[config.mk]
export PLATFORM = sky130hd
export DESIGN_NAME = fetch_sequencer
export DESIGN_NICKNAME = d
export VERILOG_FILES = /design/src/rtl/cpu_pkg.sv /design/src/rtl/fetch_pc.sv /design/src/rtl/fetch_sequencer.sv
export SDC_FILE = /design/constraint.sdc
export NUM_CORES = 1
export LEC_CHECK = 0
export ABC_AREA = 0
export CAP_MARGIN = 10
export CORE_MARGIN = 4
export CORE_UTILIZATION = 43
export DETAILED_ROUTE_END_ITERATION = 10
export GPL_ROUTABILITY_DRIVEN = 0
export GPL_TIMING_DRIVEN = 0
export PLACE_DENSITY = 0.78
export SETUP_SLACK_MARGIN = 0.15
export SYNTH_ARGS = -nofsm -noshare
export SYNTH_HDL_FRONTEND = slang
export SYNTH_HIERARCHICAL = 1
export SYNTH_SLANG_ARGS = --single-unit
[constraint.sdc]
create_clock -name clk -period 2.53 [get_ports clk]
set_clock_uncertainty 0.1 [all_clocks]
set_input_delay 0.506 -clock clk [delete_from_list [all_inputs] [get_ports clk]]
set_output_delay 0.506 -clock clk [all_outputs]
set_load 0.05 [all_outputs]
[src/rtl/cpu_pkg.sv]
// Shared fetch definitions: FSM state encodings, opcode immediate-flag position and address width default.
package cpu_pkg;

    localparam int ADDR_W_DEF = 6;
    localparam int OP_IMM_BIT = 7;

    typedef enum logic [2:0] {
        FS_IDLE    = 3'd0,
        FS_OP_REQ  = 3'd1,
        FS_IMM_REQ = 3'd2,
        FS_HOLD    = 3'd3,
        FS_ERR     = 3'd4
    } fetch_state_e;

    // An opcode with its top bit set is followed by one immediate byte.
    function automatic logic has_imm(input logic [7:0] op);
        return op[OP_IMM_BIT];
    endfunction

endpackage

[src/rtl/fetch_pc.sv]
// Program counter register: load on redirect, increment per fetched byte, natural ADDR_W-bit wrap.
module fetch_pc #(
    parameter int                ADDR_W   = 6,
    parameter logic [ADDR_W-1:0] RESET_PC = '0
) (
    input  logic              clk,
    input  logic              rst,
    input  logic              load_i,
    input  logic [ADDR_W-1:0] load_pc_i,
    input  logic              inc_i,
    output logic [ADDR_W-1:0] pc_o
);

    logic [ADDR_W-1:0] pc_q;

    always_ff @(posedge clk) begin
        if (rst) begin
            pc_q <= RESET_PC;
        end else if (load_i) begin
            pc_q <= load_pc_i;
        end else if (inc_i) begin
            pc_q <= pc_q + ADDR_W'(1);
        end
    end

    assign pc_o = pc_q;

endmodule

[src/rtl/fetch_sequencer.sv]
// Fetch sequencer: requests opcode/immediate bytes over a req/ack bus and hands instructions to the core.
// Define FETCH_TIMEOUT_EN to add the ack-wait timeout counter and the sticky ERR state.
module fetch_sequencer
    import cpu_pkg::*;
#(
    parameter int                ADDR_W   = ADDR_W_DEF,
`ifdef FETCH_TIMEOUT_EN
    parameter int                TIMEOUT  = 15,
`endif
    parameter logic [ADDR_W-1:0] RESET_PC = '0
) (
    input  logic              clk,
    input  logic              rst,
    output logic              mem_req,
    output logic [ADDR_W-1:0] mem_addr,
    input  logic [7:0]        mem_data,
    input  logic              mem_ack,
    output logic              ins_valid,
    input  logic              ins_ready,
    output logic [7:0]        ins_op,
    output logic [7:0]        ins_imm,
    input  logic              redirect,
    input  logic [ADDR_W-1:0] redirect_pc,
    output logic [ADDR_W-1:0] pc_out,
    output logic              fetch_err
);

    fetch_state_e      state_q;
    logic              mem_req_q;
    logic              ins_valid_q;
    logic [7:0]        ins_op_q;
    logic [7:0]        ins_imm_q;
    logic [ADDR_W-1:0] pc_out_q;
    logic [ADDR_W-1:0] pcCur;
    logic              redirTake;
    logic              byteAck;

    // A redirect abandons any request in flight, so its same-cycle ack must not advance the PC.
    assign redirTake = redirect && (state_q != FS_ERR);
    assign byteAck   = mem_req_q && mem_ack && !redirTake &&
                       ((state_q == FS_OP_REQ) || (state_q == FS_IMM_REQ));

    fetch_pc #(
        .ADDR_W   (ADDR_W),
        .RESET_PC (RESET_PC)
    ) u_pc (
        .clk       (clk),
        .rst       (rst),
        .load_i    (redirTake),
        .load_pc_i (redirect_pc),
        .inc_i     (byteAck),
        .pc_o      (pcCur)
    );

`ifdef FETCH_TIMEOUT_EN
    localparam int WAIT_W = $clog2(TIMEOUT + 1);
    logic [WAIT_W-1:0] wait_q;
    logic              err_q;
    assign fetch_err = err_q;
`else
    assign fetch_err = 1'b0;
`endif

    always_ff @(posedge clk) begin
        if (rst) begin
            state_q     <= FS_IDLE;
            mem_req_q   <= 1'b0;
            ins_valid_q <= 1'b0;
            ins_op_q    <= 8'h00;
            ins_imm_q   <= 8'h00;
            pc_out_q    <= RESET_PC;
`ifdef FETCH_TIMEOUT_EN
            wait_q      <= '0;
            err_q       <= 1'b0;
`endif
        end else if (redirTake) begin
            state_q     <= FS_OP_REQ;
            mem_req_q   <= 1'b0;
            ins_valid_q <= 1'b0;
`ifdef FETCH_TIMEOUT_EN
            wait_q      <= '0;
`endif
        end else begin
            case (state_q)
                FS_IDLE: begin
                    state_q   <= FS_OP_REQ;
                    mem_req_q <= 1'b1;
                end
                // A request state entered with mem_req low spends one idle cycle before asking.
                FS_OP_REQ, FS_IMM_REQ: begin
                    if (!mem_req_q) begin
                        mem_req_q <= 1'b1;
                    end else if (mem_ack) begin
                        mem_req_q <= 1'b0;
`ifdef FETCH_TIMEOUT_EN
                        wait_q    <= '0;
`endif
                        if (state_q == FS_OP_REQ) begin
                            ins_op_q <= mem_data;
                            pc_out_q <= pcCur;
                            if (has_imm(mem_data)) begin
                                state_q <= FS_IMM_REQ;
                            end else begin
                                ins_imm_q   <= 8'h00;
                                ins_valid_q <= 1'b1;
                                state_q     <= FS_HOLD;
                            end
                        end else begin
                            ins_imm_q   <= mem_data;
                            ins_valid_q <= 1'b1;
                            state_q     <= FS_HOLD;
                        end
                    end
`ifdef FETCH_TIMEOUT_EN
                    else if (wait_q == WAIT_W'(TIMEOUT - 1)) begin
                        state_q   <= FS_ERR;
                        mem_req_q <= 1'b0;
                        err_q     <= 1'b1;
                        wait_q    <= '0;
                    end else begin
                        wait_q <= wait_q + WAIT_W'(1);
                    end
`endif
                end
                FS_HOLD: begin
                    if (ins_ready) begin
                        ins_valid_q <= 1'b0;
                        mem_req_q   <= 1'b1;
                        state_q     <= FS_OP_REQ;
                    end
                end
                default: begin
                end
            endcase
        end
    end

    assign mem_req   = mem_req_q;
    assign mem_addr  = pcCur;
    assign ins_valid = ins_valid_q;
    assign ins_op    = ins_op_q;
    assign ins_imm   = ins_imm_q;
    assign pc_out    = pc_out_q;

endmodule
==> results by group <==
Outcome
  – Status: complete, no violations

Final layout
  – Final net count: 236
  – Antenna cells: 0
  – Most frequent cells in the layout: 48 x clkdlybuf4s50_1, 32 x nand2_1, 32 x dfxtp_1
  – Share of cells above drive strength 1: 7.58%
  – Fin util: 64.0%
  – Leading cell type in the layout, fill and taps excluded: clkdlybuf4s50_1
  – Area growth, synth to finish: 42.9%

STA
  – RSZ-0062 raised after global routing: no
  – Tightest Pin Transition: 525 ps
  – Tmin final: 2270 ps
  – Slew headroom: 64.8%
  – Achievable frequency: 441 MHz
  – # setup viols final: 0
  – Pins over their slew limit: 0
  – Period utilization: 89.7%
  – Final hold violations: 0
  – Accumulated negative setup slack: 0 ps

Pwr
  – Max VDD drop: 0.000295 V
  – Pwr/cell area: 486 nW/um2
  – Total power: 0.000941 W
  – LEAKAGE: 0.693 nW

Synth
  – Mapped Cells: 156
  – Count of cell types in the netlist: 35
  – Top cells by area in the synthesized netlist: dfxtp_1 47%, nand2_1 8.9%, a21oi_1 5.5%
  – Post-Syn Area per Cell: 8.69 um2
  – Syn nets: 181
  – Ys Warns: 6
  – Netlist Area Pre-Place: 1360 um2
  – EDFF count, synth: 0
  – Sequential area share after synthesis: 47.3%
  – Asr flop ratio synth: 0%
  – Dominant cell type by area after synthesis: dfxtp_1
  – Synth top area share: 47.3%
  – Post-synth top flop: dfxtp_1
  – #FFs+latches synth: 32

Global route
  – Total GRT Usage: 17.3%
  – Vias in the first global route: 1212
  – Initial antenna violation count: 0
  – First-pass GRT wire length: 5.58 mm
  – GRT overflow: 0
  – Largest net degree at the start of global routing: 11

Detailed routing
  – DR pass1 iterations: 4
  – Initial DRC count: 30
  – Antenna-violating nets left: 0
  – Drt via density: 4.98
  – Routed WL per cell: 13.4 um
  – Vias after detailed routing: 1271
  – DRC Markers: 0
  – Total Wirelength: 3.42 mm

Setup path
  – Critical Path RT: 1920 ps
  – Worst path slowest cell: clkdlybuf4s50_1
  – Crit start category: flip-flop
  – CP Capture Type: output port
  – Crit path cell chain: clkdlybuf4s50_1
  – Critical setup path kind: flip-flop to output port
  – Crit Path Max Fanout: 6
  – Crit-path leading delay family: buffers and inverters
  – WP data arrival: 1660 ps
  – Max incr delay on CP: 860 ps
  – Reg2Reg Setup Slack: 430 ps
  – WP buf/inv: 1

Clock tree
  – Htree depth: 2
  – Skew-Pair Late Insertion Delay: 330 ps
  – Root Buffer: clkbuf_4
  – Reg clk slew, reported paths: 100 ps
  – Cts bufs inserted: 5
  – CTS sink count: 32
  – CTS tree: yes
  – Bufs on Longest Clock Path: 2
  – Postcts setup bufs: 0
  – CTS resizes: 0
  – Cts hold-fix bufs: 0

Placed design
  – I/O Buffers: 48
  – Detailed Place HPWL: 2.59 mm

Die
  – Die width: 64.1 um
  – Initial Util: 44.8%
  – I/O pin total: 50
  – Row count: 20
  – Die area: 4110 um2
  – Core footprint: 3030 um2
  – Chip height: 64.1 um

Flow run
  – Max-Cap Viols: 0

Worst hold path
  – Worst min path class: flip-flop to flip-flop
==> area by class of cell <==
type	instances	area, um2
fill	282	1090
multi-input combinational	113	661
sequential	32	641
timing repair buffer	48	480
tap	44	55.1
clock buffer	6	41.3
buffer	6	35.0
inverter	5	18.8
clock inverter	1	5.00
==> logic make-up (layout without fill, tap and decap cells) <==
| logic type | Yosys count | after routing | share of synthesized area [%] |
|---|---|---|---|
| AO/OA/AOI/OAI | 33 | 33 | 15.5 |
| XOR/XNOR | 4 | 4 | 2.59 |
| adder cells (fa/ha/maj) | 6 | 6 | 5.54 |
| buffers and inverters | 11 | 66 | 3.97 |
| flip-flops | 32 | 32 | 47.3 |
| multiplexers | 4 | 4 | 3.05 |
| other | 1 | 1 | 0.277 |
| AND/OR/NAND/NOR | 65 | 65 | 21.8 |
==> path summary, 6_finish.rpt <==
check                            start                         to  depth (start not counted)
max          u_pc/pc_o[1]$_SDFFE_PP0P_                mem_addr[1]                          1
min             ins_op[5]$_SDFFE_PP0P_     ins_op[5]$_SDFFE_PP0P_                          2
max reg2reg    state_q[1]$_SDFFE_PP0P_  u_pc/pc_o[5]$_SDFFE_PP0P_                          6
min reg2reg     ins_op[5]$_SDFFE_PP0P_     ins_op[5]$_SDFFE_PP0P_                          2
==> sequential cells by signal, summed over array words and instances, names as in the netlist <==
name and flops:
ins_imm 8, ins_valid 1, u_pc/pc_o 6, mem_req 1, ins_op 8, pc_out 6
state_q 2
==> through the flow <==
stage / cell area [um2] / worst slack (ps) / std cells / hold slack [ps]
2_1_floorplan: 1360 / 596 / 156 / 449
3_3_place_gp: 1890 / 51.1 / 248 / 346
3_5_place_dp: 1890 / 31.3 / 248 / 351
4_1_cts: 1940 / 261 / 255 / 363
5_1_grt: 1940 / 204 / 255 / 390
6_report: 1940 / 261 / 255 / 360
==> cell usage after synthesis (2+ instances only) <==
cell type / instances
clkbuf_1: 2
inv_1: 4
ha_1: 6
o21ai_0: 2
a21oi_1: 15
nor2_1: 17
a211oi_1: 4
nand2_1: 32
xor2_1: 4
nor3_1: 4
nand4_1: 2
a22oi_1: 7
mux2i_1: 3
dfxtp_1: 32
nand3_1: 2
==> power by group <==
part	internal (W)	switching [W]	leakage, nW	total, W
clock network	0.000102	0.000162	0.0281	0.000264
registers	0.000515	0.0000150	0.260	0.000530
logic	0.0000632	0.0000837	0.405	0.000147
==> per-layer routing <==
layer	track usage (%)	routed length, um
met5	0	0
met4	4.75	19
met3	5.62	157
met2	29.5	1720
met1	20.9	1530
==> worst reg2reg max path, delay by kind of cell, from the launching register on <==
family,cells,cell delay [ps]
adder cells (fa/ha/maj),1,370
AND/OR/NAND/NOR,3,790
AO/OA/AOI/OAI,1,250
buffers and inverters,1,100
flip-flops,1,400
Power figures use the tool's default switching activity.
